File: src/rtl/gnw_pkg.sv
// Shared types and constants for the LCD asset loader and the LCD reader.
package gnw_pkg;

  typedef enum logic [2:0] {
    IDLE,
    LOAD,
    WRITE,
    FLUSH,
    DONE
  } state_e;

  localparam int PAL_BYTES_DEF = 768;
  localparam int FB_W_DEF      = 800;
  localparam int FB_H_DEF      = 480;

  // Field positions inside a 16-bit mask/background word {cid,id,col,row}
  localparam int CID_MSB = 15;
  localparam int ID_LSB  = 6;
  localparam int COL_LSB = 2;
  localparam int ROW_LSB = 0;

  function automatic logic [24:0] img_bytes(input int w, input int h);
    return 25'(w * h * 2);
  endfunction

endpackage

File: src/rtl/gnw_byte_packer.sv
// Pairs image bytes into 16-bit SDRAM words: holds the even (high) byte and
// forms the word and its byte address when the odd byte or a flush arrives.
module gnw_byte_packer #(
  parameter int SDRAM_BASE = 0
) (
  input  logic        clk,
  input  logic        rst_n,
  input  logic        clear,
  input  logic        even_wr,
  input  logic        odd_wr,
  input  logic        flush_wr,
  input  logic [7:0]  byte_in,
  input  logic [23:0] off_word,
  output logic        pending,
  output logic [15:0] word,
  output logic [24:0] addr
);

  logic [7:0]  hi_q, hi_d;
  logic        pending_q, pending_d;
  logic [24:0] even_addr_q, even_addr_d;
  logic [15:0] word_q, word_d;
  logic [24:0] addr_q, addr_d;
  logic [24:0] word_addr;

  assign word_addr = 25'(SDRAM_BASE) + {off_word, 1'b0};

  always_comb begin
    hi_d        = hi_q;
    pending_d   = pending_q;
    even_addr_d = even_addr_q;
    word_d      = word_q;
    addr_d      = addr_q;
    if (clear) begin
      hi_d      = 8'h00;
      pending_d = 1'b0;
    end else if (even_wr) begin
      // A second even byte simply replaces the first; nothing is written for it.
      hi_d        = byte_in;
      pending_d   = 1'b1;
      even_addr_d = word_addr;
    end else if (odd_wr) begin
      word_d    = {pending_q ? hi_q : 8'h00, byte_in};
      addr_d    = word_addr;
      pending_d = 1'b0;
    end else if (flush_wr) begin
      word_d    = {hi_q, 8'h00};
      addr_d    = even_addr_q;
      pending_d = 1'b0;
    end
  end

  always_ff @(posedge clk or negedge rst_n) begin
    if (!rst_n) begin
      hi_q        <= 8'h00;
      pending_q   <= 1'b0;
      even_addr_q <= '0;
      word_q      <= '0;
      addr_q      <= '0;
    end else begin
      hi_q        <= hi_d;
      pending_q   <= pending_d;
      even_addr_q <= even_addr_d;
      word_q      <= word_d;
      addr_q      <= addr_d;
    end
  end

  assign pending = pending_q;
  assign word    = word_q;
  assign addr    = addr_q;

endmodule

File: src/rtl/gnw_asset_loader.sv
// Splits the HPS ioctl download into palette writes and packed SDRAM image words.
// Optional GNW_LOADER_CSUM_EN adds a 16-bit running sum of accepted SDRAM words.
module gnw_asset_loader
  import gnw_pkg::*;
#(
  parameter int PAL_BYTES  = PAL_BYTES_DEF,
  parameter int FB_W       = FB_W_DEF,
  parameter int FB_H       = FB_H_DEF,
  parameter int SDRAM_BASE = 0
) (
  input  logic        clk,
  input  logic        rst_n,
  input  logic        ioctl_download,
  input  logic        ioctl_wr,
  input  logic [24:0] ioctl_addr,
  input  logic [7:0]  ioctl_dout,
  output logic        ioctl_wait,
  output logic        pal_load,
  output logic [9:0]  pal_addr,
  output logic [7:0]  pal_din,
  output logic [24:0] sdram_addr,
  output logic [15:0] sdram_din,
  output logic        sdram_we,
  input  logic        sdram_rdy,
  output logic        load_done,
`ifdef GNW_LOADER_CSUM_EN
  output logic [15:0] csum,
`endif
  output logic        overflow
);

  localparam logic [24:0] PAL_LIM = 25'(PAL_BYTES);
  localparam logic [24:0] IMG_LIM = img_bytes(FB_W, FB_H);

  state_e      state_q, state_d;
  logic        dl_q;
  logic        pal_load_q, pal_load_d;
  logic [9:0]  pal_addr_q, pal_addr_d;
  logic [7:0]  pal_din_q, pal_din_d;
  logic        we_q, we_d;
  logic        done_q, done_d;
  logic        ovf_q, ovf_d;
  logic        is_flush_q, is_flush_d;
`ifdef GNW_LOADER_CSUM_EN
  logic [15:0] csum_q, csum_d;
`endif

  logic        dl_rise;
  logic [24:0] off;
  logic        pk_clear, pk_even, pk_odd, pk_flush, pk_pending;

  assign dl_rise = ioctl_download & ~dl_q;
  assign off     = ioctl_addr - PAL_LIM;

  always_comb begin
    state_d    = state_q;
    pal_load_d = 1'b0;
    pal_addr_d = pal_addr_q;
    pal_din_d  = pal_din_q;
    we_d       = we_q;
    done_d     = done_q;
    ovf_d      = ovf_q;
    is_flush_d = is_flush_q;
    pk_clear   = 1'b0;
    pk_even    = 1'b0;
    pk_odd     = 1'b0;
    pk_flush   = 1'b0;
`ifdef GNW_LOADER_CSUM_EN
    csum_d     = csum_q;
`endif
    case (state_q)
      IDLE: begin
        if (dl_rise) begin
          done_d   = 1'b0;
          ovf_d    = 1'b0;
          pk_clear = 1'b1;
`ifdef GNW_LOADER_CSUM_EN
          csum_d   = 16'h0000;
`endif
          state_d  = LOAD;
        end
      end
      LOAD: begin
        if (!ioctl_download) begin
          state_d = FLUSH;
        end else if (ioctl_wr) begin
          // Palette range is decided on the raw address, before any subtraction.
          if (ioctl_addr < PAL_LIM) begin
            pal_load_d = 1'b1;
            pal_addr_d = ioctl_addr[9:0];
            pal_din_d  = ioctl_dout;
          end else if (off >= IMG_LIM) begin
            ovf_d = 1'b1;
          end else if (!off[0]) begin
            pk_even = 1'b1;
          end else begin
            pk_odd  = 1'b1;
            we_d    = 1'b1;
            state_d = WRITE;
          end
        end
      end
      WRITE: begin
        if (sdram_rdy) begin
          we_d = 1'b0;
`ifdef GNW_LOADER_CSUM_EN
          csum_d = csum_q + sdram_din;
`endif
          if (is_flush_q) begin
            is_flush_d = 1'b0;
            state_d    = DONE;
          end else if (!ioctl_download) begin
            state_d = FLUSH;
          end else begin
            state_d = LOAD;
          end
        end
      end
      FLUSH: begin
        if (pk_pending) begin
          pk_flush   = 1'b1;
          we_d       = 1'b1;
          is_flush_d = 1'b1;
          state_d    = WRITE;
        end else begin
          state_d = DONE;
        end
      end
      DONE: begin
        done_d  = 1'b1;
        state_d = IDLE;
      end
      default: state_d = IDLE;
    endcase
  end

  always_ff @(posedge clk or negedge rst_n) begin
    if (!rst_n) begin
      state_q    <= IDLE;
      dl_q       <= 1'b0;
      pal_load_q <= 1'b0;
      pal_addr_q <= '0;
      pal_din_q  <= '0;
      we_q       <= 1'b0;
      done_q     <= 1'b0;
      ovf_q      <= 1'b0;
      is_flush_q <= 1'b0;
`ifdef GNW_LOADER_CSUM_EN
      csum_q     <= '0;
`endif
    end else begin
      state_q    <= state_d;
      dl_q       <= ioctl_download;
      pal_load_q <= pal_load_d;
      pal_addr_q <= pal_addr_d;
      pal_din_q  <= pal_din_d;
      we_q       <= we_d;
      done_q     <= done_d;
      ovf_q      <= ovf_d;
      is_flush_q <= is_flush_d;
`ifdef GNW_LOADER_CSUM_EN
      csum_q     <= csum_d;
`endif
    end
  end

  gnw_byte_packer #(
    .SDRAM_BASE(SDRAM_BASE)
  ) u_packer (
    .clk      (clk),
    .rst_n    (rst_n),
    .clear    (pk_clear),
    .even_wr  (pk_even),
    .odd_wr   (pk_odd),
    .flush_wr (pk_flush),
    .byte_in  (ioctl_dout),
    .off_word (off[24:1]),
    .pending  (pk_pending),
    .word     (sdram_din),
    .addr     (sdram_addr)
  );

  // hps_io is stalled for exactly as long as a write is outstanding.
  assign ioctl_wait = we_q;
  assign sdram_we   = we_q;
  assign pal_load   = pal_load_q;
  assign pal_addr   = pal_addr_q;
  assign pal_din    = pal_din_q;
  assign load_done  = done_q;
  assign overflow   = ovf_q;
`ifdef GNW_LOADER_CSUM_EN
  assign csum       = csum_q;
`endif

endmodule

File: config.mk
export PLATFORM = sky130hd
export DESIGN_NAME = gnw_asset_loader
export DESIGN_NICKNAME = d
export VERILOG_FILES = /design/src/rtl/gnw_pkg.sv /design/src/rtl/gnw_byte_packer.sv /design/src/rtl/gnw_asset_loader.sv
export SDC_FILE = /design/constraint.sdc
export NUM_CORES = 1
export LEC_CHECK = 0
export ABC_AREA = 0
export BUFFER_PORTS_ARGS = -buffer_cell sky130_fd_sc_hd__clkbuf_2
export CAP_MARGIN = 20
export CORE_MARGIN = 5
export CORE_UTILIZATION = 46
export CTS_BUF_LIST = sky130_fd_sc_hd__clkbuf_16
export DETAILED_ROUTE_END_ITERATION = 8
export HOLD_SLACK_MARGIN = 0.15
export PLACE_DENSITY = 0.66
export SYNTH_ARGS = -nofsm -noshare
export SYNTH_HDL_FRONTEND = slang
export SYNTH_SLANG_ARGS = --single-unit
File: constraint.sdc
create_clock -name clk -period 4 [get_ports clk]
set_input_delay 0.2 -clock clk [delete_from_list [all_inputs] [get_ports clk]]
set_output_delay 0.2 -clock clk [all_outputs]
set_load 0.02 [all_outputs]
==> summary.txt <==
Total Die Area -> 0.0119 mm²
Critical Path RT -> 4.27 ns
Worst clock skew -> 0.00549 ns
Sequential cell area -> 0.00250 mm²
Die height -> 109 µm
Skew-Pair Late Insertion Delay -> 0.34 ns
Vias per cell -> 5.22
Kind of capture point of the worst setup path -> flop
Cell Area, Placed -> 0.00508 mm²
Mapped Cells -> 415
# H-tree levels -> 3
Biggest area consumer among synthesized cells -> dfrtp_1
Longest individual stage delay on the worst path -> 0.79 ns
Post-synth design cell area -> 0.00453 mm²
Critical path, cell by cell -> clkbuf_2 -> ha_1 -> or4_1 -> nor4b_1 -> o21a_1 -> o2111a_1 -> and4b_2 -> buf_4 -> mux2i_1
Critical path fanouts, max -> 34
Static Leakage -> 2.81 nW
Sw Ratio -> 0.297
Filler cells -> 861
First-pass GRT wire length -> 17000 µm
Portion of total power attributed to the clock network -> 0.346
Routed WL -> 10500 µm
Worst IR Drop VDD -> 0.000229 V
Async set-reset flop share out of synthesis -> 1.00
Internal cell power -> 1.80 mW
Ratio of cells with drive above 1 in the final layout -> 0.322
Max Fclk -> 329 MHz
Post_cts resized -> 0
Area used by multi-input combinational logic -> 0.00186 mm²
Power per cell area -> 460 mW/mm²
Standard cell core area -> 0.00968 mm²
Final design instance area without fill -> 0.00556 mm²
Count of clock tree sinks -> 100
Sequential share of the synthesized area -> 0.553
Leading register cell type out of synthesis -> dfrtp_1
Worst Max-Slew Pin Slew -> 1.04 ns
Number of vias in the routed layout -> 3433
Number of synthesized flops with an enable pin -> 0
Port Buffer Count -> 100
Area delta synth->final -> 22.8%
Final RePlAce weighted congestion -> 0.860
Count of standard-cell rows -> 36
CP max-delay cell -> and4b_2
DRT Pass-1 Iters -> 5
Top area cells in the synthesized netlist -> dfrtp_1 (55%), mux2_2 (7.2%), nor2_1 (4.2%), a21oi_1 (4.0%), nand2_1 (3.6%)
Final count of hold timing violations -> 0
Most numerous cell types in the synthesized netlist -> dfrtp_1 (100), nor2_1 (51), nand2_1 (43)
Starting Density -> 0.467
Sequential fraction of design power -> 0.469
Final critical-path required period -> 3.04 ns
Per-instance average area after synthesis -> 10.9 µm²
Worst relative slew slack -> 0.307
Number of distinct standard cells referenced by the synthesized netlist -> 50
Number of CTS-inserted buffers -> 9
Clock tree from TritonCTS -> yes
GRT Util Overall -> 0.183
Final count of pins violating max slew -> 0
Number of routed nets with antenna violations -> 0
Total setup violations reported at the end of the flow -> 0
Switching power -> 758 µW
Number of violations of the max-capacitance limit -> 0
Via count of the first global-routing pass -> 3311
Yosys warning total -> 0
Post-Route Utilization -> 0.574
Sum of overflow across all layers after global routing -> 0
Antenna violations before repair -> 0
Clk slew on worst S/H paths -> 0.07 ns
Status -> complete, no violations
Nets in the synthesized netlist -> 455
Kind of start point of the critical path -> input port
Post-route DRC -> 0
Flip-flop and latch count after synthesis -> 100
Number of DRC markers in iteration 0 -> 142
Number of I/O pins -> 102
Total number of nets in the final design -> 560
Final antenna diode count -> 0
Category of the most critical setup path -> input port to flop
Share of the cycle needed by the critical path after routing -> 0.761
Dominant cell by count in the synthesized netlist -> dfrtp_1
Setup repair after global routing missed its margin -> no
Setup TNS after final layout -> 0 ns
Maximum number of buffers from clock root to sink -> 2
Data arrival time of the worst path -> 3.31 ns
Hold Path Class -> input port to flop
Tightest hold margin -> 0.173 ns
Largest net degree at the start of global routing -> 74
Yosys top cell area share -> 0.553
Mean routed wirelength per cell -> 16.0 µm
Combinational Power Share -> 0.185
Die outline width -> 109 µm
Root buf cell -> clkbuf_16
Half-perimeter wire length of the detailed placement result -> 7250 µm
==> worst paths after layout <==
check,start,to,slack [ns],cells after the start
min reg2reg,u_packer.word[1],u_packer.word[1],0.49,2
min in group asynchronous,rst_n,u_packer.addr[24],0.53,2
min,ioctl_addr[8],u_packer.addr[8],0.17,2
max reg2reg,state_q[0],u_packer.even_addr_q[8],1.28,7
max in group asynchronous,rst_n,u_packer.word[6],2.57,3
max,ioctl_addr[8],u_packer.even_addr_q[8],0.96,9
==> critical path, delay by kind of cell <==
family                   cells  cell delay [ns]
AND/OR/NAND/NOR              3             1.73
buffers and inverters        2             0.49
AO/OA/AOI/OAI                2             0.40
adder cells (fa/ha/maj)      1             0.28
multiplexers                 1             0.19
==> state kept, by name, indices dropped and copies added (netlist names), 3 cells and up <==
signal	count
pal_addr	10
u_packer.word	16
u_packer.hi_q	8
u_packer.addr	24
u_packer.even_addr_q	24
state_q	3
pal_din	8
==> area by class of cell <==
type,count,share of cell area
well taps,133,0.0299
flip-flops and latches,100,0.450
multi-input cells,284,0.335
inverters,3,0.00203
clock buffers,9,0.0405
clock inverters,7,0.0149
repair buffers,122,0.128
==> logic make-up (layout without fill, tap and decap cells) <==
logic type               after synthesis  after routing  share of synthesized area
adder cells (fa/ha/maj)                2              2                    0.00553
flip-flops                           100            100                      0.553
other                                  1              1                   0.000828
XOR/XNOR                               8              8                     0.0155
AO/OA/AOI/OAI                         74             74                     0.0992
multiplexers                          53             53                      0.135
buffers and inverters                 31            141                     0.0373
AND/OR/NAND/NOR                      146            146                      0.154
==> cell usage in the layout (no fill, tap or decap), types with 9 or more instances in the layout <==
cell type,Yosys,layout
a21oi_1,36,36
nor2_1,51,51
mux2_2,29,29
mux2_4,9,9
mux2i_1,15,15
dlygate4sd3_1,0,17
o21ai_0,18,18
nand2_1,43,42
clkbuf_16,0,9
dfrtp_1,100,100
clkbuf_2,0,99
nand3_1,17,17
==> per-stage QoR <==
step	setup WS (ns)	total power, mW	std cells
final	0.956	2.56	658
after detailed placement	0.648	1.68	625
after global routing	0.751	2.69	658
after CTS	1.02	2.59	658
after global placement	0.739	1.66	625
after floorplan	1.39	1.50	415
==> routing by layer <==
metal,vias up,track usage,routed length [µm]
met1,1693,0.265,4960
li1,1656,-,-
met3,5,0.0426,435
met4,0,0.0374,78
met2,79,0.284,5020
met5,-,0,0
==> power groups by stage <==
stage	registers, mW	logic (mW)	clock network, mW
floorplan	1.28	0.220	0
global placement	1.21	0.450	0
detailed placement	1.22	0.462	0
CTS	1.20	0.480	0.908
global route	1.22	0.522	0.950
finish	1.20	0.473	0.885
==> repair_timing <==
item	CTS	global route
setup buffers	0	0
hold endpoints to repair	117	0
hold buffers	17	0
Power figures use the tool's default switching activity.
